===== config.mk =====
export PLATFORM = sky130hd
export DESIGN_NAME = rr_sel_arbiter
export DESIGN_NICKNAME = d
export VERILOG_FILES = /design/src/rtl/rr_sel_pkg.sv /design/src/rtl/rr_sel_pick.sv /design/src/rtl/rr_sel_arbiter.sv
export SDC_FILE = /design/constraint.sdc
export NUM_CORES = 1
export LEC_CHECK = 0
export ABC_AREA = 1
export CORE_UTILIZATION = 54
export DETAILED_ROUTE_END_ITERATION = 8
export PLACE_DENSITY_LB_ADDON = 0.2
export SYNTH_ARGS = -nofsm -noshare
export SYNTH_HDL_FRONTEND = slang
export SYNTH_SLANG_ARGS = --single-unit

===== constraint.sdc =====
create_clock -name clk -period 1.75 [get_ports clk]
set_clock_uncertainty 0.1 [all_clocks]
set_input_delay 0.4375 -clock clk [delete_from_list [all_inputs] [get_ports clk]]
set_output_delay 0.4375 -clock clk [all_outputs]
set_load 0.03 [all_outputs]

===== src/rtl/rr_sel_pkg.sv =====
// Shared types and the round-robin pick function for the 4-channel select arbiter.
// Pure package: no state, no latency.
package rr_sel_pkg;

  localparam int NCH   = 4;
  localparam int SEL_W = 2;

  typedef enum logic {IDLE, GRANT} state_e;

  typedef struct packed {
    logic             found;
    logic [SEL_W-1:0] idx;
  } pick_t;

  // Scans ptr+1, ptr+2, ... ptr (mod NCH); the nearest set bit after ptr wins.
  function automatic pick_t rr_pick(input logic [NCH-1:0] req, input logic [SEL_W-1:0] ptr);
    pick_t            p;
    logic [SEL_W-1:0] c;
    p = '0;
    for (int k = NCH; k >= 1; k--) begin
      c = ptr + SEL_W'(k);
      if (req[c]) begin
        p.found = 1'b1;
        p.idx   = c;
      end
    end
    return p;
  endfunction

endpackage


===== src/rtl/rr_sel_pick.sv =====
// Combinational round-robin priority encoder (req, ptr -> idx, found).
// Zero latency; no flow control.
module rr_sel_pick
  import rr_sel_pkg::*;
(
  input  logic [NCH-1:0]   req_i,
  input  logic [SEL_W-1:0] ptr_i,
  output logic [SEL_W-1:0] idx_o,
  output logic             found_o
);

  pick_t p;

  always_comb begin
    p       = rr_pick(req_i, ptr_i);
    idx_o   = p.idx;
    found_o = p.found;
  end

endmodule


===== src/rtl/rr_sel_arbiter.sv =====
// Round-robin grant arbiter driving a 4:1 mux select; grant 1 cycle after req, held up to HOLD_CYC cycles.
// Release on hold expiry, done, or dropped request re-arbitrates the same cycle. Optional RR_SEL_ARBITER_GRANT_CNT_EN adds per-channel grant counters.
module rr_sel_arbiter
  import rr_sel_pkg::*;
#(
  parameter int HOLD_CYC = 4,
  parameter int CNT_W    = 8
) (
  input  logic             clk,
  input  logic             rst_n,
  input  logic [NCH-1:0]   req,
  input  logic             done,
  output logic [SEL_W-1:0] sel,
  output logic [NCH-1:0]   grant,
`ifdef RR_SEL_ARBITER_GRANT_CNT_EN
  output logic [31:0]      grant_cnt,
`endif
  output logic             busy
);

  state_e           state_q;
  logic [CNT_W-1:0] cnt_q;
  logic [SEL_W-1:0] ptr_q;
  logic [SEL_W-1:0] sel_q;
  logic [NCH-1:0]   grant_q;
  logic             busy_q;

  logic [SEL_W-1:0] pick_idx;
  logic             pick_found;
  logic             release_d;
  logic             arb_d;

  // While granting, ptr_q equals the owner, so the released channel is already lowest priority.
  rr_sel_pick u_pick (
    .req_i   (req),
    .ptr_i   (ptr_q),
    .idx_o   (pick_idx),
    .found_o (pick_found)
  );

  always_comb begin
    release_d = (state_q == GRANT) && ((cnt_q == '0) || done || !req[sel_q]);
    arb_d     = (state_q == IDLE) || release_d;
  end

  always_ff @(posedge clk or negedge rst_n) begin
    if (!rst_n) begin
      state_q <= IDLE;
      cnt_q   <= '0;
      ptr_q   <= SEL_W'(NCH - 1);
      sel_q   <= '0;
      grant_q <= '0;
      busy_q  <= 1'b0;
    end else if (arb_d) begin
      if (pick_found) begin
        state_q <= GRANT;
        cnt_q   <= CNT_W'(HOLD_CYC - 1);
        ptr_q   <= pick_idx;
        sel_q   <= pick_idx;
        grant_q <= NCH'(1) << pick_idx;
        busy_q  <= 1'b1;
      end else begin
        state_q <= IDLE;
        grant_q <= '0;
        busy_q  <= 1'b0;
      end
    end else begin
      cnt_q <= cnt_q - CNT_W'(1);
    end
  end

`ifdef RR_SEL_ARBITER_GRANT_CNT_EN
  logic [NCH-1:0][7:0] gcnt_q;

  always_ff @(posedge clk or negedge rst_n) begin
    if (!rst_n) begin
      gcnt_q <= '0;
    end else if (arb_d && pick_found && (gcnt_q[pick_idx] != 8'hFF)) begin
      gcnt_q[pick_idx] <= gcnt_q[pick_idx] + 8'd1;
    end
  end

  assign grant_cnt = gcnt_q;
`endif

  assign sel   = sel_q;
  assign grant = grant_q;
  assign busy  = busy_q;

endmodule


-- Word level (Yosys, flattened, before mapping)
Index checks and enable logic that the tools add are counted.
- register bits after elaboration: 17
- latch bits: 0
- memory bits (writable): 0
- bits in read-only memories: 0
- output and inout bits: 7
- word-level logic and storage cells: 42
- memories kept: 0
- add/sub/neg operators: 4
- multipliers: 0
- divide/modulo/power cells: 0
- order comparisons: 5
- equality and inequality tests: 1
- shifts and indexed selects: 1
- muxes and demuxes: 18
- bitwise logic cells: 1
- reduce and logical (&&, ||, !) cells: 7
- operators by type and width (operator ; count):
    8-bit 2-to-1 mux ; 2
    2-bit by 3-bit less-than comparator with 1-bit output (second input constant) ; 5
    3-bit 2-to-1 mux ; 4
    1-bit binary-select mux with 2-bit select ; 5
    8-bit logical NOT ; 1
    8-bit by 1-bit subtractor with 8-bit output (second input constant) ; 1
    1-bit 2-to-1 mux ; 6
    2-bit adder (second input constant) ; 2
    4-bit 2-to-1 mux ; 1
    1-bit by 2-bit << shifter with 4-bit output (first input constant) ; 1
    1-bit logical OR ; 3
    2-bit by 1-bit adder with 2-bit output (second input constant) ; 1
    2-bit by 1-bit inequality test with 1-bit output (second input constant) ; 1
    2-bit AND reduction ; 1
    1-bit logical AND ; 1
    1-bit logical NOT ; 1
    1-bit inverter ; 1

-- Logic depth before layout (Yosys ltp)
Gate-level depths: netlist of the first run.
- word-level depth: 8
- depth in mapped cells: 13
- mapped depth without buffers: 12

-- Modules after synthesis
Synthesis of the first run repeated with hierarchy kept, for this count alone.
- cells, all modules: 169
- area, all modules: 1157.4 um^2
- by module, submodules not included (module ; times used ; cells each ; area each (um^2) ; sequential area each (um^2)):
    rr_sel_arbiter ; 1 ; 120 ; 908.4 ; 427.9
    rr_sel_pick ; 1 ; 49 ; 249.0 ; 0.0

-- Least setup slack after synthesis of the first run
OpenSTA, ideal clock, no wires.
- path type: reg-to-reg
- start point: register ptr_q[0]
- end point: register grant_q[3], in the netlist grant[3]
- arrival time: 1380 ps
- slack: 152 ps
- stages on the path, launching flop included: 13
- path buffers: 1
- period minus slack after synthesis: 1598 ps
- cell sequence: dfstp_2 buf_6 inv_8 nand2_2 nand2_4 nand2_2 nand2_4 nor2_4 nand2_4 nand2_8 inv_4 nand3_1 nand2_1
- word-level cells in the longest chain between the ends: 8
- elaborated cells between the ends (all ways): 17
- classes of those cells: add/sub (3); shift (1); mux (13)
- ends and longest elaborated chain (element ; RTL line ; RTL):
    start, declared ; rr_sel_arbiter.sv:23 ; logic [SEL_W-1:0] ptr_q;
    start signal, assigned ; rr_sel_arbiter.sv:50 ; ptr_q <= SEL_W'(NCH - 1);
    start signal, assigned ; rr_sel_arbiter.sv:58 ; ptr_q <= pick_idx;
    2-bit adder / 1-bit binary-select mux with 2-bit select (equally long branches) ; rr_sel_pkg.sv:21, rr_sel_pkg.sv:22 ;
    1-bit binary-select mux with 2-bit select / 1-bit 2-to-1 mux (equally long branches) ; rr_sel_pkg.sv:22 ; if (req[c]) begin
    1-bit 2-to-1 mux (implied by the code) / 3-bit 2-to-1 mux (equally long branches) ; rr_sel_pkg.sv:22 ;
    3-bit 2-to-1 mux (2 in series) ; rr_sel_pkg.sv:22 ;
    3-bit 2-to-1 mux (*) ; rr_sel_pkg.sv:22 ;
    1-bit by 2-bit << shifter with 4-bit output ; rr_sel_arbiter.sv:60 ; grant_q <= NCH'(1) << pick_idx;
    4-bit 2-to-1 mux (*) ; rr_sel_arbiter.sv:55 ; if (pick_found) begin
    end signal, assigned ; rr_sel_arbiter.sv:60 ;
    end, declared ; rr_sel_arbiter.sv:25 ; logic [NCH-1:0] grant_q;
Every way passes the cells marked *; elsewhere a longest branch is shown, timed or not. The select of a mux whose other input is x is not followed.
A chain may end at the register's enable or synchronous reset.

-- Worst setup path after layout of the first run
- start point: input port req[2]
- end point: register ptr_q[1]
- word-level cells in the longest chain between the ends: 7
- elaborated cells between the ends (all ways): 19
- classes of those cells: mux (14); reduce/logical (5)
- ends and longest elaborated chain (element ; RTL line ; RTL):
    start, declared ; rr_sel_arbiter.sv:11 ; input logic [NCH-1:0] req,
    1-bit binary-select mux with 2-bit select (on tied branches) ; rr_sel_pkg.sv:22, rr_sel_arbiter.sv:42 ;
    1-bit 2-to-1 mux (on tied branches) ; rr_sel_pkg.sv:22, rr_sel_arbiter.sv:42 ;
    3-bit 2-to-1 mux / 1-bit logical NOT (equally long branches) ; rr_sel_pkg.sv:22, rr_sel_arbiter.sv:42 ;
    3-bit 2-to-1 mux / 1-bit logical OR (equally long branches) ; rr_sel_pkg.sv:22, rr_sel_arbiter.sv:42 ;
    3-bit 2-to-1 mux / 1-bit logical AND (equally long branches) ; rr_sel_pkg.sv:22, rr_sel_arbiter.sv:42 ;
    3-bit 2-to-1 mux / 1-bit logical OR (equally long branches) ; rr_sel_pkg.sv:22, rr_sel_arbiter.sv:43 ;
    2-bit AND reduction (no line) ; -- ;
Parallel ways exist; a longest one is shown, timed or not. The select of a mux whose other input is x is not followed.

==> results of run 1 <==
-- per-stage QoR --
| step | cells | total power [W] | worst slack [ns] | hold slack [ns] | setup TNS (ns) |
|---|---|---|---|---|---|
| global route | 199 | 0.00331 | -0.153 | 0.368 | -1.05 |
| floorplan | 143 | 0.00186 | 0.152 | 0.0419 | 0 |
| global placement | 190 | 0.00229 | -0.222 | 0.362 | -2.68 |
| detailed placement | 190 | 0.00233 | -0.267 | 0.375 | -3.30 |
| finish | 199 | 0.00314 | -0.104 | 0.329 | -0.388 |
| CTS | 194 | 0.00250 | 0.00197 | 0.354 | 0 |
-- where the power goes --
group	switching, W	total, W	leakage [nW]	internal (W)
sequential	0.0000906	0.000632	0.211	0.000541
combinational	0.00145	0.00228	0.591	0.000831
clock	0.000143	0.000229	0.0177	0.0000856
-- sequential cells by signal, indices dropped and copies added, names as in the netlist --
signal  cells
busy        1
cnt_q       8
sel         2
ptr_q       2
grant       4
-- cells by family after synthesis --
logic type,count (synthesis)
AO/OA/AOI/OAI,17
XOR/XNOR,4
adder cells (fa/ha/maj),2
buffers and inverters,19
flip-flops,17
AND/OR/NAND/NOR,84
-- cell usage in the layout (no fill, tap or decap), drive strengths merged --
cell type / netlist / layout
dfrtp: 15 / 15
nor2: 9 / 9
clkinv: 0 / 1
nand3: 13 / 13
dlymetal6s2s: 0 / 2
clkdlybuf4s50: 0 / 4
a22oi: 1 / 1
clkbuf: 0 / 3
nand2: 61 / 61
dlygate4sd2: 0 / 7
buf: 1 / 15
inv: 18 / 18
o211ai: 1 / 1
dfstp: 2 / 2
o21a: 1 / 1
xnor2: 1 / 1
o21ai: 9 / 9
a21oi: 3 / 3
nand4: 1 / 1
ha: 2 / 2
xor2: 3 / 3
o22ai: 2 / 2
-- worst paths after layout --
path | start | to | slack [ns] | cells past startpoint
min reg2reg | grant[3]$_DFFE_PN0N_ | grant[3]$_DFFE_PN0N_ | 0.39 | 2
max reg2reg | ptr_q[0]$_DFFE_PN1P_ | ptr_q[1]$_DFFE_PN1P_ | -0.09 | 11
min in group clk | grant[3]$_DFFE_PN0N_ | grant[3]$_DFFE_PN0N_ | 0.39 | 2
min | rst_n | cnt_q[5]$_DFFE_PN0P_ | 0.33 | 2
max | req[2] | ptr_q[1]$_DFFE_PN1P_ | -0.10 | 11
max in group asynchronous | rst_n | ptr_q[0]$_DFFE_PN1P_ | 0.95 | 2
-- per-layer routing --
metal / vias up / GRT usage, % / part of all wire (%)
li1: 522 / - / -
met1: 528 / 29.5 / 40
met2: 45 / 37.5 / 53
met3: 10 / 3.46 / 4.1
met4: 0 / 8.57 / 2.6
met5: - / 0 / 0
-- what timing repair did --
item | 4_1_cts | 5_1_grt
endpoints found under the hold margin | 0 | 0
pin swaps | 0 | 14
resized for setup | 7 | 34
setup buffers | 0 | 5
endpoints found under the setup margin | 7 | 12
hold buffers | 0 | 0
-- layout make-up --
class                      instances  area, um2
clock buffer                       3       22.5
clock inverter                     1       5.00
fill                             117        300
inverter                          18       85.1
multi-input combinational        107        693
sequential                        17        428
tap                               25       31.3
timing repair buffer              28        255
==> results.cfg, run 1 <==
[grt]
overflow = 0
antenna_found_initial = 0
globalRouteTotalUtil_pct = 22.5
grt_max_degree = 18
grt_pass1_wl_mm = 3.48
grt_pass1_vias = 841

[power]
ir_drop_mv = 1.76
power.leakage_nw = 0.819
power_density_mw_per_mm2 = 2060

[sta]
slew_violations = 0
max_slew_margin_pct = 76.2
hold_viol = 0
grt_setup_unrepaired = true
tightestPinTransition_ns = 0.359
finalWorstSetupSlack_ns = -0.104
min_period_over_period_pct = 106
finalSetupViolCount = 7
min_period_ns = 1.85
clock.fmax_mhz = 539

[synth]
synth_compound_area_share_pct = 9.02
yosysTopAreaCell = dfrtp_1
ys_ff_latch = 17
synth_edf_count = 0
netlist.area_leader.share_pct = 34.2
avgSynthCellArea_um2 = 7.66
synth_top_family_by_area = simple AND/OR/NAND/NOR gates
synth_common_cells = nand2_1 (44), dfrtp_1 (15), inv_1 (14), nand3_1 (13), nand2_2 (12)
async_flop_share_pct = 100
synthSimpleGateAreaFrac_pct = 38.4
yosysMostFrequentCell = nand2_1
synth_nets = 152
synth_flop_cell = dfrtp_1
synth-adder-area-share_pct = 2.28
seq_area_frac_synth_pct = 39.0
ys_warn_count = 0
syn_inst = 143
ys_types = 27
synth.area.mux_share_pct = 0
synth_area_mm2 = 0.00110
synth_xor_area_share_pct = 3.20
synth.area.top_cells = dfrtp_1 (34%), nand2_1 (15%), nand2_2 (6.8%)

[layout]
post-route-util_pct = 83.5
syn2layout_area_growth_pct = 38.7
n_antenna_cell = 0
layout.nets = 184
final_layout_size_suffix_gt1_share_pct = 30.5
final_area_mm2 = 0.00152

[place]
hpwlAfterDp_mm = 1.76
gp_congestion = 0.826
placed_cell_area_mm2 = 0.00132
port_buffers = 13

[critical_path]
cp_slowest_cell = clkdlybuf4s50_1
cp.required_ns = 1.89
cp_common_cell = nand2_1
crit_arrival_ns = 1.99
endpoint_kind = flip-flop
worst-path-buf-inv = 2
slowest_delay_ns = 0.51
cp_top_family = simple AND/OR/NAND/NOR gates
crit_chain = clkdlybuf4s50_1 > inv_1 > o21ai_1 > nand2_1 > nand2_1 > nand3_1 > nand2_1 > nand2_1 > nand2_1 > nand2_4 > o21ai_1
critPathKind = input port to flip-flop
startpoint_type = input port
critPathMaxFanout = 3

[clocking]
htreeDepth = 1
clk_latency_ns = 0.31
cts_tree = yes
clock_sinks = 17
numCtsBuffers = 3
cts_root_buffer = clkbuf_4
clk_path_buf_depth = 2
cts.clk_slew.worst_paths_ns = 0.11

[detailed_routing]
vias_per_cell = 5.55
drt-initial-drc-count = 52
wl_per_cell_um = 16.0
drc = 0
drt-total-wl_mm = 3.18
antenna_left = 0
num_vias = 1105
firstDrtPassIters = 4

[floorplanning]
die_h_um = 47.1
rows = 15
io_pins = 14
die_w_um = 47.1
die_area_mm2 = 0.00221
start_util_pct = 60.2
fp.coreArea_mm2 = 0.00182

[outcome]
violations = negative setup slack
status = complete, but fails checks

[min_path]
hp-class = input port to async pin

[flow_run]
maxCapViolCount = 0
Note: power is estimated with default switching activity, not from simulation.
==> run 2: changes to the inputs <==
Settings changed: CAP_MARGIN set to 20.
==> results of run 2 <==
Final layout, timing and power as in run 1 (identical DEF).
==> run 3: changes to the inputs <==
Settings changed: GPL_ROUTABILITY_DRIVEN set to 1, SKIP_CTS_REPAIR_TIMING set to 1.
==> run 3 against run 2 <==
The run still ends with negative setup slack left. Clock power fell by 2%. Sequential share of layout area fell by 0.90 points. Cell count rose by 1.0%. Cell area rose by 3.3%. Register-to-register slack barely moved. Power rose by 2.9%. First-iteration DRC count fell by 21%. Fmax barely moved. Critical endpoint unchanged. Largest power group unchanged.
==> results.cfg, run 3 (synthesized netlist as in run 1, its figures left out) <==
[outcome]
status = complete, but fails checks
violations = negative setup slack

[layout]
regMostFlops = cnt_q
layout_commonest_cell = nand2_1
final.fill_count = 96
syn2layout_area_growth_pct = 43.3
final_area_mm2 = 0.00157
final_layout_size_suffix_gt1_share_pct = 33.5
layout.nets = 186
n_antenna_cell = 0
post-route-util_pct = 86.3
layout_common_cells = nand2_1 (39), nand2_4 (18), buf_4 (16), dfrtp_1 (15), inv_1 (13)
largest_reg_flops = 8

[clocking]
clock_sinks = 17
cts_root_buffer = clkbuf_4
clk_path_buf_depth = 2
cts.clk_slew.worst_paths_ns = 0.11
cts_tree = yes
htreeDepth = 1
numCtsBuffers = 3
clk_latency_ns = 0.31

[power]
power.leakage_nw = 0.896
power_density_mw_per_mm2 = 2060
ir_drop_mv = 1.59

[sta]
clock.fmax_mhz = 540
slew_violations = 0
min_period_over_period_pct = 106
whs_ns = 0.339
finalWorstSetupSlack_ns = -0.103
min_period_ns = 1.85
finalSetupViolCount = 8
setup_tns_ns = -0.403
hold_viol = 0
tightestPinTransition_ns = 0.373
max_slew_margin_pct = 75.1
grt_setup_unrepaired = true

[detailed_routing]
antenna_left = 0
drc = 0
num_vias = 1151
vias_per_cell = 5.73
drt-initial-drc-count = 41
drt-total-wl_mm = 3.41
firstDrtPassIters = 5
wl_per_cell_um = 16.9

[place]
gp_congestion = 0.826
placed_cell_area_mm2 = 0.00132
port_buffers = 13
hpwlAfterDp_mm = 1.76
place_ws_ns = -0.267

[grt]
globalRouteTotalUtil_pct = 22.6
overflow = 0
antenna_found_initial = 0
grt_pass1_vias = 845
grt_max_degree = 18
grt_pass1_wl_mm = 3.49

[floorplanning]
io_pins = 14
die_area_mm2 = 0.00221
die_w_um = 47.1
rows = 15
fp.coreArea_mm2 = 0.00182
die_h_um = 47.1
start_util_pct = 60.2

[critical_path]
startpoint_type = flip-flop
critPathKind = flip-flop to flip-flop
endpoint_kind = flip-flop
critPathMaxFanout = 4
cp.required_ns = 1.88
crit_arrival_ns = 1.99

[flow_run]
maxCapViolCount = 0

[min_path]
hp-class = input port to async pin
## run 3: changes by cell type in the layout (fill, tap and decap cells not counted), sizes merged
cell,change
dlygate4sd2,-7
dlymetal6s2s,+7
buf,+2
## run 3: worst max-delay path: stages (launching register included)
cell     delay [ns]
dfstp_2        0.58
buf_4          0.13
nand2_1        0.07
o21ai_1        0.13
nand2_1        0.10
nand2_1        0.08
nand3_1        0.12
nand2_1        0.13
nand2_1        0.07
nand2_1        0.13
nand2_2        0.07
o21ai_1        0.08
## run 3: path summary, 6_finish.rpt
path,from,endpoint,slack [ns],cells after the start
min in group clk,grant[3]$_DFFE_PN0N_,grant[3]$_DFFE_PN0N_,0.40,2
max,ptr_q[0]$_DFFE_PN1P_,ptr_q[1]$_DFFE_PN1P_,-0.10,11
max in group asynchronous,rst_n,ptr_q[0]$_DFFE_PN1P_,0.94,2
min reg2reg,grant[3]$_DFFE_PN0N_,grant[3]$_DFFE_PN0N_,0.40,2
max reg2reg,ptr_q[0]$_DFFE_PN1P_,ptr_q[1]$_DFFE_PN1P_,-0.10,11
min,rst_n,cnt_q[5]$_DFFE_PN0P_,0.34,2
## run 3: report_power, final
| part | switching, W | internal (W) | leakage, nW | total [W] |
|---|---|---|---|---|
| clock network | 0.000139 | 0.0000854 | 0.0177 | 0.000225 |
| logic | 0.00150 | 0.000883 | 0.667 | 0.00238 |
| registers | 0.0000831 | 0.000541 | 0.211 | 0.000624 |
## run 3: cell type report
cell class,count,area [um2],area share (%)
multi-input cells,107,701,44.6
clock buffers,3,22.5,1.43
flip-flops and latches,17,428,27.3
clock inverters,1,5.00,0.319
well taps,25,31.3,1.99
repair buffers,30,293,18.6
inverters,18,90.1,5.74
## run 3: per-stage QoR
step	total power, W	cells
final	0.00323	201
after global routing	0.00336	201
after CTS	0.00255	194
after detailed placement	0.00233	190
after global placement	0.00229	190
after floorplan	0.00186	143
## run 3: routing by layer
metal  up-vias  global-route usage (%)  part of all wire (%)
met3        19                    3.46                   6.5
met2        57                    37.5                    50
met4         0                    8.57                   4.7
met1       558                    29.8                    39
li1        517                       -                     -
met5         -                       0                     0
